$ cat config.mk
export PLATFORM = sky130hd
export DESIGN_NAME = riscv_mc_controller
export DESIGN_NICKNAME = d
export VERILOG_FILES = /design/src/rtl/riscv_mc_controller.sv
export SDC_FILE = /design/constraint.sdc
export NUM_CORES = 1
export LEC_CHECK = 0
export ABC_CLOCK_PERIOD_IN_PS = 3100
export CAP_MARGIN = 25
export CORE_MARGIN = 8
export CORE_UTILIZATION = 35
export DETAILED_ROUTE_END_ITERATION = 10
export DONT_BUFFER_PORTS = 1
export SYNTH_ARGS = -nofsm -noshare
export SYNTH_HDL_FRONTEND = slang
export SYNTH_SLANG_ARGS = --single-unit
$ cat constraint.sdc
create_clock -name clk -period 3.1 [get_ports clk]
set_input_delay 0.775 -clock clk [delete_from_list [all_inputs] [get_ports clk]]
set_output_delay 0.775 -clock clk [all_outputs]
set_load 0.02 [all_outputs]
$ cat src/rtl/riscv_mc_controller.sv
// Multicycle RISC-V control FSM: sequences fetch/decode/execute/memory/writeback and drives datapath controls.
// Optional macro RISCV_MC_BNE_EN enables bne (funct3=001) in the BEQ state; otherwise it is flagged illegal.
module riscv_mc_controller #(
  parameter logic [3:0] RESET_STATE = 4'd0,
  parameter int         MEM_TIMEOUT = 0
) (
  input  logic       clk,
  input  logic       reset,
  input  logic [6:0] op,
  input  logic [2:0] funct3,
  input  logic       funct7b5,
  input  logic       Zero,
  input  logic       MemReady,
  output logic       PCWrite,
  output logic       AdrSrc,
  output logic       MemRead,
  output logic       MemWrite,
  output logic       IRWrite,
  output logic [1:0] ResultSrc,
  output logic [1:0] ALUSrcA,
  output logic [1:0] ALUSrcB,
  output logic [1:0] ImmSrc,
  output logic       RegWrite,
  output logic [2:0] ALUControl,
  output logic       IllegalInstr,
  output logic [3:0] dbg_state_o
);

  typedef enum logic [3:0] {
    S_FETCH    = 4'd0,
    S_DECODE   = 4'd1,
    S_MEMADR   = 4'd2,
    S_MEMREAD  = 4'd3,
    S_MEMWB    = 4'd4,
    S_MEMWRITE = 4'd5,
    S_EXECR    = 4'd6,
    S_EXECI    = 4'd7,
    S_ALUWB    = 4'd8,
    S_BEQ      = 4'd9,
    S_JAL      = 4'd10
  } state_t;

  localparam int CW = (MEM_TIMEOUT > 0) ? $clog2(MEM_TIMEOUT + 1) : 1;

  state_t          state_q, state_d;
  logic [CW-1:0]   wait_cnt_q, wait_cnt_d;
  logic [2:0]      funct_alu;
  logic            funct_illegal;
  logic            mem_wait;
  logic            timeout;

  assign dbg_state_o = state_q;

  always_ff @(posedge clk) begin
    if (reset) begin
      state_q    <= state_t'(RESET_STATE);
      wait_cnt_q <= '0;
    end else begin
      state_q    <= state_d;
      wait_cnt_q <= wait_cnt_d;
    end
  end

  // SUB only for R-type (op[5]=1) with funct7b5; funct3=011 has no ALU op here.
  always_comb begin
    funct_alu     = 3'b000;
    funct_illegal = 1'b0;
    case (funct3)
      3'b000:  funct_alu = (op[5] && funct7b5) ? 3'b001 : 3'b000;
      3'b111:  funct_alu = 3'b010;
      3'b110:  funct_alu = 3'b011;
      3'b100:  funct_alu = 3'b100;
      3'b010:  funct_alu = 3'b101;
      3'b001:  funct_alu = 3'b110;
      3'b101:  funct_alu = 3'b111;
      default: funct_illegal = 1'b1;
    endcase
  end

  // MemReady handshake: the FSM holds its memory request every cycle until
  // MemReady=1, which marks the access complete in that same cycle.
  assign mem_wait = ((state_q == S_FETCH) || (state_q == S_MEMREAD) ||
                     (state_q == S_MEMWRITE)) && !MemReady;
  assign timeout  = (MEM_TIMEOUT > 0) && mem_wait && (wait_cnt_q == CW'(MEM_TIMEOUT));

  always_comb begin
    state_d      = state_q;
    PCWrite      = 1'b0;
    AdrSrc       = 1'b0;
    MemRead      = 1'b0;
    MemWrite     = 1'b0;
    IRWrite      = 1'b0;
    ResultSrc    = 2'b00;
    ALUSrcA      = 2'b00;
    ALUSrcB      = 2'b00;
    ImmSrc       = 2'b00;
    RegWrite     = 1'b0;
    ALUControl   = 3'b000;
    IllegalInstr = 1'b0;
    wait_cnt_d   = wait_cnt_q;

    case (state_q)
      S_FETCH: begin
        MemRead = 1'b1;
        ALUSrcB = 2'b10;
        if (MemReady) begin
          IRWrite   = 1'b1;
          PCWrite   = 1'b1;
          ResultSrc = 2'b10;
          state_d   = S_DECODE;
        end
      end
      S_DECODE: begin
        ALUSrcA = 2'b01;
        ALUSrcB = 2'b01;
        ImmSrc  = 2'b10;
        case (op)
          7'b0000011, 7'b0100011: state_d = S_MEMADR;
          7'b0110011:             state_d = S_EXECR;
          7'b0010011:             state_d = S_EXECI;
          7'b1100011:             state_d = S_BEQ;
          7'b1101111:             state_d = S_JAL;
          default: begin
            IllegalInstr = 1'b1;
            state_d      = S_FETCH;
          end
        endcase
      end
      S_MEMADR: begin
        ALUSrcA = 2'b10;
        ALUSrcB = 2'b01;
        ImmSrc  = op[5] ? 2'b01 : 2'b00;
        state_d = op[5] ? S_MEMWRITE : S_MEMREAD;
      end
      S_MEMREAD: begin
        AdrSrc  = 1'b1;
        MemRead = 1'b1;
        if (MemReady) state_d = S_MEMWB;
      end
      S_MEMWRITE: begin
        AdrSrc   = 1'b1;
        MemWrite = 1'b1;
        if (MemReady) state_d = S_FETCH;
      end
      S_MEMWB: begin
        ResultSrc = 2'b01;
        RegWrite  = 1'b1;
        state_d   = S_FETCH;
      end
      S_EXECR: begin
        ALUSrcA      = 2'b10;
        ALUSrcB      = 2'b00;
        ALUControl   = funct_alu;
        IllegalInstr = funct_illegal;
        state_d      = S_ALUWB;
      end
      S_EXECI: begin
        ALUSrcA      = 2'b10;
        ALUSrcB      = 2'b01;
        ImmSrc       = 2'b00;
        ALUControl   = funct_alu;
        IllegalInstr = funct_illegal;
        state_d      = S_ALUWB;
      end
      S_ALUWB: begin
        RegWrite = 1'b1;
        state_d  = S_FETCH;
      end
      S_BEQ: begin
        ALUSrcA    = 2'b10;
        ALUSrcB    = 2'b00;
        ALUControl = 3'b001;
        state_d    = S_FETCH;
        case (funct3)
          3'b000: PCWrite = Zero;
`ifdef RISCV_MC_BNE_EN
          3'b001: PCWrite = ~Zero;
`endif
          default: IllegalInstr = 1'b1;
        endcase
      end
      S_JAL: begin
        ALUSrcA = 2'b01;
        ALUSrcB = 2'b10;
        PCWrite = 1'b1;
        state_d = S_ALUWB;
      end
      default: state_d = S_FETCH;
    endcase

    if (timeout) begin
      IllegalInstr = 1'b1;
      state_d      = S_FETCH;
    end

    // FETCH->FETCH on timeout is not a state change, so clear explicitly.
    if ((MEM_TIMEOUT == 0) || timeout || (state_d != state_q)) begin
      wait_cnt_d = '0;
    end else if (mem_wait) begin
      wait_cnt_d = wait_cnt_q + CW'(1);
    end

    // Reset mid-instruction must not leak a partial write.
    if (reset) begin
      PCWrite      = 1'b0;
      MemRead      = 1'b0;
      MemWrite     = 1'b0;
      IRWrite      = 1'b0;
      RegWrite     = 1'b0;
      IllegalInstr = 1'b0;
      AdrSrc       = 1'b0;
      ResultSrc    = 2'b00;
      ALUSrcA      = 2'b00;
      ALUSrcB      = 2'b10;
      ImmSrc       = 2'b00;
      ALUControl   = 3'b000;
    end
  end

endmodule

==> results.yml <==
outcome:
  status: "finished, final reports clean"
clocking:
  cts_hold_buf: 0
  cts_root_buffer: "clkbuf_4"
  htreeDepth: 1
  ctsResizeCount: 0
  cts_buffers: 3
  insertion_delay_ps: 240
  cts_setup_buffers: 0
  clkTransAtPathRegs_ps: 40
  cts.sinks: 4
  cts_buffer_depth: 2
  cts_tree: "done"
grt:
  grt_overflow: 0
  grt.busiest_layer: "met2"
  antenna_found_initial: 0
  met1_usage: 0.129
  grt.total_usage: 0.116
  grt_pass1_vias: 750
  grt_use_met2: 0.196
  use_met3: 0.0522
  grt_pass1_wl_mm: 3.39
  grt_max_degree: 21
final_layout:
  stdcell_count: 142
  largest_register_ffs: 4
  drive_above_1_share: 0.183
  final_cell_mix: "nor2_1, buf_4, nand2_1, a21oi_1"
  fillerInstances: 227
  final_common_cell: "nor2_1"
  areaGrowthSynthToFinish_pct: 15.7
  diodes: 0
  nNetsFinal: 132
worst_setup_path:
  rr_endpoint: "dbg_state_o[0]$_SDFFE_PP0P_"
  worst-path-max-fanout: 14
  r2r_slack_ps: 1440
  end_kind: "output port"
  crit_family: "flip-flops"
  reg2reg_from: "dbg_state_o[0]$_SDFFE_PP0P_"
  critPathRequiredTime_ps: 2320
  worst_path_largest_cell_delay_ps: 550
  path_cells: "or4b_4 -> a311o_1 -> a21oi_1 -> buf_4"
  ff2ff_path_depth: 4
  critPathBufInv: 1
  start_kind: "register"
  arrival_ps: 1910
  crit_type: "reg -> out"
  cp_slowest_cell: "dfxtp_1"
synth:
  ys_warn_count: 0
  ys_seq_area_frac: 0.111
  synth_area_um2: 724
  ys_types: 44
  synthXorXnorAreaFrac: 0.0604
  synth_edf_count: 0
  ys_async_sr_fraction: 0
  synthMuxAreaShare: 0.0570
  synthAdderAreaFrac: 0
  yosys.area_share.simple: 0.411
  syn_nets: 124
  synth_top_family_by_area: "simple AND/OR/NAND/NOR gates"
  ys.flop_type: "dfxtp_1"
  syn_inst: 109
  synth-compound-area-share: 0.275
  syn_avg_cell_area_um2: 6.65
  ys_ff_latch: 4
sta:
  post-route-period-util: 0.865
  max_slew_margin: 0.679
  finalSetupViolCount: 0
  rsz0062_at_grt: "false"
  final_max_slew_viol_count: 0
  fmax_mhz: 373
  timing.setup.tns_ps: 0
  clock_skew_ps: 4.17
  hold_viol_final: 0
  period_needed_ps: 2680
  worst_slew_pin_slew_ps: 482
power_and_ir_drop:
  switching_share: 0.336
  cellPowerDensity_nw_per_um2: 224
  comb_power_share: 0.342
  peakVddDrop_mv: 0.172
  seqPwrFrac: 0.303
  p_int_w: 0.000125
  p_clk_frac: 0.355
  switching_power_w: 0.0000632
  p_leak_nw: 0.331
routing:
  drt_first_pass_iters: 4
  drt-initial-drc-count: 47
  route.detailed.drc: 0
  wl_per_cell_um: 15.1
  drtAntennaViolNets: 0
  vias: 800
  routed_wl_mm: 2.14
  vias_per_cell: 5.63
placed_design:
  place_hpwl_mm: 1.66
  routabilityCongestion: 0.808
  portBuffers: 0
  dp_cells: 139
floorplanning:
  die_h_um: 61.5
  core-area_um2: 1960
  die_w_um: 61.5
  die_area_um2: 3780
  start_util: 0.369
  std_cell_rows: 16
  ios: 37
hold_path:
  hold_depth: 1
  hold_class: "in -> reg"
  hold_end: "dbg_state_o[0]$_SDFFE_PP0P_"
  hp-start: "reset"
run:
  maxCapViolations: 0
metrics by stage:
stage               power (W)  worst slack [ps]   util  hold slack [ps]  cell area [um2]
CTS                  0.000190               402  0.427              598              838
detailed placement   0.000122               661  0.416              810              816
finish               0.000188               418  0.427              604              838
global route         0.000201               248  0.427              594              838
global placement     0.000121               680  0.416              812              816
floorplan            0.000111               242      -              783              724
area by class of cell:
class	instances	area, um2	area share
clock buffer	3	22.5	0.0269
inverter	4	15.0	0.0179
multi-input combinational	91	589	0.703
sequential	4	80.1	0.0955
tap	27	33.8	0.0403
timing repair buffer	13	97.6	0.116
how the worst max path moves through the flow:
| stage | start | to | slack (ps) | cells past startpoint |
|---|---|---|---|---|
| floorplan | dbg_state_o[2]$_SDFFE_PP0P_ | ALUSrcB[0] | 240 | 4 |
| finish | dbg_state_o[0]$_SDFFE_PP0P_ | IllegalInstr | 420 | 4 |
| global placement | dbg_state_o[0]$_SDFFE_PP0P_ | IllegalInstr | 680 | 4 |
| CTS | dbg_state_o[0]$_SDFFE_PP0P_ | IllegalInstr | 400 | 4 |
| detailed placement | dbg_state_o[0]$_SDFFE_PP0P_ | IllegalInstr | 660 | 4 |
| global route | dbg_state_o[3]$_SDFFE_PP0P_ | IllegalInstr | 250 | 6 |
worst reg2reg max path: stages, from the launching register on:
cell and delay, ps:
dfxtp_1 550, or4b_4 560, nor2_2 160, nand3_1 120, a311oi_2 200
power by group through the flow:
stage          clock network [W]  logic (W)  registers, W
2_1_floorplan                  0  0.0000540     0.0000571
3_3_place_gp                   0  0.0000637     0.0000576
3_5_place_dp                   0  0.0000646     0.0000577
4_1_cts                0.0000683  0.0000648     0.0000570
5_1_grt                0.0000729  0.0000711     0.0000573
6_report               0.0000668  0.0000644     0.0000570
cell families after synthesis:
kind of cell / after synthesis
and+or+nand+nor: 53
xor gates and xnor gates: 5
muxes: 4
DFF: 4
buffers and inverters: 14
AOI/OAI and AO/OA: 29
cells in the mapped netlist (2+ instances only):
cell,n,share of area
dfxtp_1,4,0.11
nor2_1,16,0.083
nor3_1,4,0.028
nand3b_1,3,0.031
or3_1,2,0.017
nor4_1,4,0.035
mux2i_1,3,0.041
a21oi_1,7,0.048
o21a_1,2,0.021
a21o_1,2,0.021
nor2b_1,2,0.017
a211oi_1,2,0.021
o21ai_1,3,0.021
inv_1,4,0.021
xnor2_1,3,0.036
nand2b_1,4,0.035
buf_2,5,0.035
clkbuf_1,4,0.021
o21ai_0,3,0.021
xor2_1,2,0.024
nand2_1,7,0.036
layer usage:
layer	wire, um	share of wire
met2	1040	0.48
met1	881	0.41
met4	12	0.0056
met5	0	0
met3	213	0.099
No activity file was read; power rests on OpenSTA's default activity.
